<file path="src/rtl/hub75_rx_monitor.sv">
// hub75_rx_monitor
//   Receive-side model of a HUB75 panel. Samples the HUB75 bus in the clk
//   domain, rebuilds the row shift chain, and on each latch streams the
//   latched row out as column words over a valid/ready write port. It also
//   times how long OE stays active (low) after each latch and keeps sticky
//   protocol-error flags.
//
// Ports
//   clk, rst_n             system clock, async active-low reset
//   i_enable               monitor enable (synchronisers always run)
//   O_CLK, STB, OE         HUB75 shift clock, latch strobe, output enable (low)
//   A..D                   row select, A = LSB
//   R1,G1,B1,R2,G2,B2      colour bits for the upper/lower halves
//   o_wr_valid/i_wr_ready  column word handshake
//   o_wr_addr              {row, col}
//   o_wr_data              {R1,G1,B1,R2,G2,B2} of that column
//   o_wr_last              high on column hpixel_p-1
//   o_oe_valid             1-cycle pulse: o_oe_row/o_oe_cycles valid
//   o_err_count            sticky: latch after a shift count other than hpixel_p
//   o_err_overrun          sticky: latch arrived while dumping, dropped
module hub75_rx_monitor #(
   parameter int hpixel_p       = 64,
   parameter int oe_cnt_width_p = 16,
   parameter int sync_stages_p  = 2
) (
   input  logic                               clk,
   input  logic                               rst_n,
   input  logic                               i_enable,
   input  logic                               O_CLK,
   input  logic                               STB,
   input  logic                               OE,
   input  logic                               A,
   input  logic                               B,
   input  logic                               C,
   input  logic                               D,
   input  logic                               R1,
   input  logic                               G1,
   input  logic                               B1,
   input  logic                               R2,
   input  logic                               G2,
   input  logic                               B2,
   output logic                               o_wr_valid,
   input  logic                               i_wr_ready,
   output logic [4+$clog2(hpixel_p)-1:0]      o_wr_addr,
   output logic [5:0]                         o_wr_data,
   output logic                               o_wr_last,
   output logic                               o_oe_valid,
   output logic [3:0]                         o_oe_row,
   output logic [oe_cnt_width_p-1:0]          o_oe_cycles,
   output logic                               o_err_count,
   output logic                               o_err_overrun
);

   localparam int COL_W = $clog2(hpixel_p);
   localparam int CNT_W = $clog2(hpixel_p + 2);
   localparam logic [CNT_W-1:0] CNT_SAT  = CNT_W'(hpixel_p + 1);
   localparam logic [CNT_W-1:0] CNT_FULL = CNT_W'(hpixel_p);
   localparam logic [COL_W-1:0] COL_LAST = COL_W'(hpixel_p - 1);

   localparam logic [0:0] ST_IDLE = 1'b0;
   localparam logic [0:0] ST_DUMP = 1'b1;

   // Bus layout: [12] O_CLK, [11] STB, [10] OE, [9:6] row {D,C,B,A}, [5:0] colour
   logic [12:0]                     bus_raw;
   logic [sync_stages_p-1:0][12:0]  sync_q;
   logic [2:0]                      edge_q;   // last stage of {O_CLK,STB,OE}, one cycle older
   logic [12:0]                     s_bus;

   assign bus_raw = {O_CLK, STB, OE, D, C, B, A, R1, G1, B1, R2, G2, B2};
   assign s_bus   = sync_q[sync_stages_p-1];

   always_ff @(posedge clk or negedge rst_n) begin
      if (!rst_n) begin
         sync_q <= '0;
         edge_q <= '0;
      end else begin
         sync_q <= {sync_q[sync_stages_p-2:0], bus_raw};
         edge_q <= s_bus[12:10];
      end
   end

   logic       clk_rise, stb_rise, oe_rise, s_oe;
   logic [3:0] s_row;
   logic [5:0] s_data;

   // Edges are qualified by enable so a disabled monitor ignores the bus.
   assign clk_rise = i_enable & s_bus[12] & ~edge_q[2];
   assign stb_rise = i_enable & s_bus[11] & ~edge_q[1];
   assign oe_rise  = i_enable & s_bus[10] & ~edge_q[0];
   assign s_oe     = s_bus[10];
   assign s_row    = s_bus[9:6];
   assign s_data   = s_bus[5:0];

   logic [hpixel_p-1:0][5:0]   shift_q, shift_nxt, latch_q;
   logic [CNT_W-1:0]           shift_cnt, cnt_nxt;
   logic [0:0]                 state;
   logic [COL_W-1:0]           col;
   logic [3:0]                 row_q;     // row being dumped
   logic [3:0]                 oe_row_q;  // row of the most recent STB, even if dropped
   logic [oe_cnt_width_p-1:0]  oe_cnt;

   // Shift is resolved before the latch so a same-cycle O_CLK/STB pair
   // latches the new column and checks the incremented count.
   always_comb begin
      shift_nxt = shift_q;
      cnt_nxt   = shift_cnt;
      if (clk_rise) begin
         shift_nxt = {shift_q[hpixel_p-2:0], s_data};
         if (shift_cnt != CNT_SAT)
            cnt_nxt = shift_cnt + CNT_W'(1);
      end
   end

   always_ff @(posedge clk or negedge rst_n) begin
      if (!rst_n) begin
         shift_q       <= '0;
         latch_q       <= '0;
         shift_cnt     <= '0;
         state         <= ST_IDLE;
         col           <= '0;
         row_q         <= '0;
         oe_row_q      <= '0;
         oe_cnt        <= '0;
         o_oe_valid    <= 1'b0;
         o_oe_row      <= '0;
         o_oe_cycles   <= '0;
         o_err_count   <= 1'b0;
         o_err_overrun <= 1'b0;
      end else begin
         shift_q    <= shift_nxt;
         o_oe_valid <= 1'b0;
         if (!i_enable) begin
            shift_cnt <= '0;
            oe_cnt    <= '0;
            col       <= '0;
            state     <= ST_IDLE;
         end else begin
            shift_cnt <= stb_rise ? '0 : cnt_nxt;

            if (stb_rise) begin
               oe_row_q <= s_row;
               if (cnt_nxt != CNT_FULL)
                  o_err_count <= 1'b1;
               if (state == ST_IDLE) begin
                  latch_q <= shift_nxt;
                  row_q   <= s_row;
                  col     <= '0;
                  state   <= ST_DUMP;
               end else begin
                  o_err_overrun <= 1'b1;
               end
            end

            if (state == ST_DUMP && i_wr_ready) begin
               if (col == COL_LAST) begin
                  col   <= '0;
                  state <= ST_IDLE;
               end else begin
                  col <= col + COL_W'(1);
               end
            end

            if (oe_rise && oe_cnt != '0) begin
               o_oe_valid  <= 1'b1;
               o_oe_cycles <= oe_cnt;
               o_oe_row    <= oe_row_q;
            end

            if (stb_rise || oe_rise)
               oe_cnt <= '0;
            else if (!s_oe && oe_cnt != '1)
               oe_cnt <= oe_cnt + oe_cnt_width_p'(1);
         end
      end
   end

   assign o_wr_valid = (state == ST_DUMP);
   assign o_wr_addr  = {row_q, col};
   assign o_wr_data  = latch_q[col];
   assign o_wr_last  = o_wr_valid && (col == COL_LAST);

endmodule

</file>
<file path="config.mk">
export PLATFORM = sky130hd
export DESIGN_NAME = hub75_rx_monitor
export DESIGN_NICKNAME = d
export VERILOG_FILES = /design/src/rtl/hub75_rx_monitor.sv
export SDC_FILE = /design/constraint.sdc
export NUM_CORES = 2
export LEC_CHECK = 0
export CORE_ASPECT_RATIO = 1.25
export CORE_MARGIN = 3
export CORE_UTILIZATION = 45
export CTS_CLUSTER_DIAMETER = 30
export CTS_CLUSTER_SIZE = 12
export DETAILED_ROUTE_END_ITERATION = 10
export SLEW_MARGIN = 20
export SYNTH_ARGS = -nofsm -noshare
export SYNTH_HDL_FRONTEND = slang
export SYNTH_SLANG_ARGS = --single-unit
</file>
<file path="constraint.sdc">
create_clock -name clk -period 2.1 [get_ports clk]
set_input_delay 0.63 -clock clk [delete_from_list [all_inputs] [get_ports clk]]
set_output_delay 0.63 -clock clk [all_outputs]
set_load 0.01 [all_outputs]
</file>
; ---- After elaboration in Yosys (flattened, before gate mapping)
; Cells that the tools add are included.
[totals]
register_bits = 858
latch_bits = 0
ramBits = 0
mem_bits_ro = 0
in_bits = 17
output_inout_bits = 41
elab_cells = 197
mem_count = 0
[classes]
n_addsub = 3
multipliers = 0
div = 0
magnitude_cmp = 1
eq_ne = 7
shift = 0
n_mux = 21
bitwise = 10
reduce_logical = 13
[op_table]
columns = op, count
row1 = two-way mux 384 bit, 1
row2 = two-way mux 16 bit, 3
row3 = binary-select mux 6 bit (select 6 bit), 1
row4 = two-way mux 6 bit, 6
row5 = two-way mux 7 bit, 4
row6 = "adder 16 x 1 -> 16 bit, second input constant", 1
row7 = "inequality test 16 bit, second input constant", 1
row8 = nonzero test 16 bit, 1
row9 = "inequality test 7 bit, second input constant", 2
row10 = AND reduction 3 bit, 3
row11 = "adder 7 x 1 -> 7 bit, second input constant", 1
row12 = "< comparator 6 x 7 -> 1 bit, second input constant", 1
row13 = "adder 6 x 1 -> 6 bit, second input constant", 1
row14 = AND 1 bit, 6
row15 = "equality test 6 bit, second input constant", 1
row16 = two-way mux 1 bit, 6
row17 = "inequality test 3 x 1 -> 1 bit, second input constant", 2
row18 = AND reduction 2 bit, 3
row19 = logical AND 1 bit, 4
row20 = inverter 1 bit, 4
row21 = "inequality test 3 x 2 -> 1 bit, second input constant", 1
row22 = logical NOT 1 bit, 1
row23 = logical OR 1 bit, 1

; ---- Longest topological paths before layout
[depth]
depth_word = 6
ltp_mapped = 8

; ---- Worst setup path after synthesis
; No wires, ideal clock.
[synth_timing]
kind = reg2out
start = register col[0]
end = output o_wr_data[0]
arrival_ns = 1.791
path_slack_ns = -0.321
stages_incl_launch_ff = 8
path_buffers = 3
cell_sequence = dfrtp_1 > buf_6 > buf_6 > buf_6 > mux4_2 > nand2_1 > nand4_1 > a22o_1
[synth_via]
elab_chain_len = 2
[synth_rtl]
columns = item, line_no
row1 = "start, declared", 97  ; logic [COL_W-1:0] col;
row2 = "start signal, assigned", 159  ; col <= col + COL_W'(1);
row3 = binary-select mux 6 bit (select 6 bit), 179  ; assign o_wr_data = latch_q[col];
row4 = two-way mux 6 bit (not written as such), 179
row5 = "end, declared", 45  ; output logic [5:0] o_wr_data,
; No other way between the ends. The select of a mux whose other input is x is not followed.

; ---- Final worst setup path
; Same ends and word-level chain as after synthesis.

==> flow_summary.yaml <==
sta:
  setup_violations: 13
  maxSlewHeadroom: 0.639
  hold_violations: 0
  fmax_ghz: 0.277
  worst_pin_slew_ns: 0.540
  fin_ws_ns: -1.51
  fin_crit_ns: 3.61
  finalClockSkew_ns: 0.0232
  fin_crit_sh: 1.72
  maxSlewViolCount: 0
  grt_setup_unrepaired: "yes"
clock_tree:
  cts_buffers: 153
  clk_pin_slew_worst_paths_ns: 0.05
  clk_latency_ns: 0.73
  cts.htree.levels: 4
  clockBufferDepth: 3
  cts_tree: "built"
  cts.sinks: 858
  cts_root_buffer: "clkbuf_16"
pwr:
  p_per_area_nw_per_um2: 1090
  fin_total_pwr_mw: 49.0
  p_leak_nw: 21.4
  ir_worst_vdd_mv: 0.929
floorplan:
  die_y_um: 318
  die_area_um2: 81100
  io_pins: 58
  core_area_um2: 76500
  die_w_um: 255
  initial_core_util: 0.457
  row_count: 113
logic_synthesis:
  yosys_warnings: 0
  synthDistinctLibCells: 51
  synth_flop_cell: "dfrtp_1"
  synth_edf_count: 0
  yosysTopAreaCell: "dfrtp_1"
  ys_seq_area_frac: 0.614
  synth_area_leaders: "dfrtp_1 (61%), nand2_1 (13%), a31oi_1 (7.0%), mux4_2 (6.2%), nor2_1 (4.4%)"
  synth.top_cell.area_share: 0.614
  avgSynthCellArea_um2: 10.2
  syn-num-nets: 3445
  netlist_area_um2: 34900
  synthCells: 3423
  synth_seq_cells: 858
  synthArstFlopShare: 1.00
worst_setup_path:
  cp-start-kind: "flip-flop"
  r2r-end: "o_oe_row[0]$_DFFE_PN0P_"
  criticalPathCategory: "reg2out"
  r2r_slack_ns: 0.23
  end_kind: "primary output"
  worstRegToRegCells: 7
  worstPathRequired_ns: 1.47
  r2r_start: "oe_cnt[1]$_DFFE_PN0P_"
  crit_fanout: 6
  cp.arrival_ns: 2.98
hold_path:
  hold_end: "s_bus[7]$_DFF_PN0_"
  holdCritPathClass: "reg2reg"
  min_delay_path_depth: 0
  min_from: "sync_q[7]$_DFF_PN0_"
status:
  violations: "negative setup slack"
  status: "complete, but fails checks"
grt:
  antenna_found_initial: 0
  grt_pass1_vias: 26900
  grt_pass1_wl_um: 142000
  grt_overflow: 0
  grt.total_usage: 0.219
  grt_max_degree: 90
finish:
  n_antenna_cell: 0
  area_delta_synth_final_pct: 28.5
  instances_no_fill: 4883
  fin_nets: 3742
  drive_gt1_frac: 0.199
placed_design:
  post-place-ws_ns: -1.45
  gp_congestion: 0.813
  portBuffers: 57
  dp_hpwl_um: 56400
  placed_cells: 4561
routing:
  first_iter_violations: 1687
  via_per_inst: 5.29
  remaining_drc_errors: 0
  drtAntennaViolNets: 0
  routed-via-count: 25800
  first_pass_iters: 6
  wl_um: 85100
  wire_per_inst_um: 17.4
flow_run:
  cap_violations: 0
[routing by layer]
layer,up-vias,track usage,share of wire
li1,12300,-,-
met4,0,0.0794,0.030
met1,12900,0.293,0.44
met2,471,0.359,0.49
met3,168,0.0388,0.039
met5,-,0,0
[worst max-delay path, cell delays in order, from the launching register on]
cell and delay [ns]:
dfrtp_4 0.51, buf_4 0.16, buf_12 0.12, buf_16 0.15, mux4_2 0.46, mux2i_4 0.19, o2111ai_4 0.20, a22o_1 0.30
buf_2 0.15
[cell usage after synthesis (3+ instances only)]
cell	n
nand2_1	1212
dfrtp_1	858
nor2_1	414
a31oi_1	393
buf_2	127
mux4_2	96
clkbuf_1	67
mux2i_1	19
mux2_2	18
nand3_1	16
o21ai_0	16
xnor2_1	15
a21oi_1	13
buf_1	12
nor2b_1	12
nor3_1	11
a211oi_1	10
a22oi_1	10
nand4_1	10
o22ai_1	10
buf_6	8
nand2b_1	8
and2_1	6
inv_1	6
ha_1	5
nand3b_1	4
o21ai_1	4
a22o_1	3
and3_1	3
and3b_1	3
buf_4	3
nor4_1	3
o2111ai_1	3
o221ai_1	3
[worst max-delay path by stage]
stage	from	to	slack, ns	depth (start not counted)
finish	col[0]$_DFFE_PN0P_	o_wr_data[0]	-1.51	8
global placement	col[0]$_DFFE_PN0P_	o_wr_data[0]	-1.45	8
CTS	col[0]$_DFFE_PN0P_	o_wr_data[2]	-1.58	9
global route	col[0]$_DFFE_PN0P_	o_wr_data[2]	-1.61	9
detailed placement	col[0]$_DFFE_PN0P_	o_wr_data[0]	-1.45	8
floorplan	col[0]$_DFFE_PN0P_	o_wr_data[3]	-0.29	6
[per-stage QoR]
step,util,setup TNS [ns],hold slack [ns],cell area (um2)
2_1_floorplan,-,-1.70,0.331,35000
3_3_place_gp,0.506,-205.96,0.332,38700
3_5_place_dp,0.506,-222.61,0.335,38700
4_1_cts,0.586,-11.43,0.299,44800
5_1_grt,0.587,-11.57,0.318,44900
6_report,0.587,-10.73,0.340,44900
[flip-flops by register name, indices dropped and copies added, names as in the netlist]
| name | count |
|---|---|
| row_q | 4 |
| col | 6 |
| shift_cnt | 7 |
| o_oe_row | 4 |
| latch_q | 384 |
| o_wr_valid | 1 |
| oe_row_q | 4 |
| o_err_overrun | 1 |
| o_err_count | 1 |
| edge_q | 3 |
| o_oe_valid | 1 |
| o_oe_cycles | 16 |
| shift_q | 384 |
| s_bus | 13 |
| oe_cnt | 16 |
| sync_q | 13 |
[logic make-up after synthesis]
family,after synthesis,share of synthesized area
XOR/XNOR,16,0.00401
multiplexers,133,0.0731
adder cells (fa/ha/maj),5,0.00179
buffers and inverters,223,0.0305
flip-flops,858,0.614
AO/OA/AOI/OAI,476,0.0860
AND/OR/NAND/NOR,1712,0.190
[placed cells by master (no fill, tap or decap), types with 9 or more instances in the layout]
master              n
buf_12             82
mux2_2             17
a21oi_1             9
clkbuf_16         155
clkdlybuf4s50_1    15
dfrtp_1           853
buf_4             194
inv_6              13
o21ai_0            15
xnor2_1            15
nand4_1            10
nand3_1            12
mux4_2             96
nor3_1             11
nor2b_1            11
nand2_1          1208
a31oi_1           393
clkinv_4           10
clkinvlp_4         16
buf_6              25
clkinv_2           33
clkbuf_1           15
bufinv_16          14
dlygate4sd2_1      26
mux2i_1            10
clkbuf_8           16
nor2_1            413
[where the power goes]
part / switching [mW] / internal (mW)
logic: 2.28 / 2.34
clock network: 8.85 / 15.9
registers: 1.21 / 18.4
total: 12.3 / 36.6
[what timing repair did]
action | in CTS | in global routing
cloned | 4 | 1
gates resized for setup | 208 | 12
setup endpoints to repair | 41 | 13
endpoints found under the hold margin | 30 | 0
hold buffers | 1 | 0
buffers inserted | 35 | 6
pin swaps | 26 | 13
[final cells by class]
cell class              count  area, um2
clock inverters            98       1120
inverters                   6       22.5
fillers                  6347      31600
well taps                1035       1290
multi-input cells        2342      12800
flip-flops and latches    858      21500
repair buffers            359       4040
clock buffers             185       4130
(Power assumes the default switching activity.)
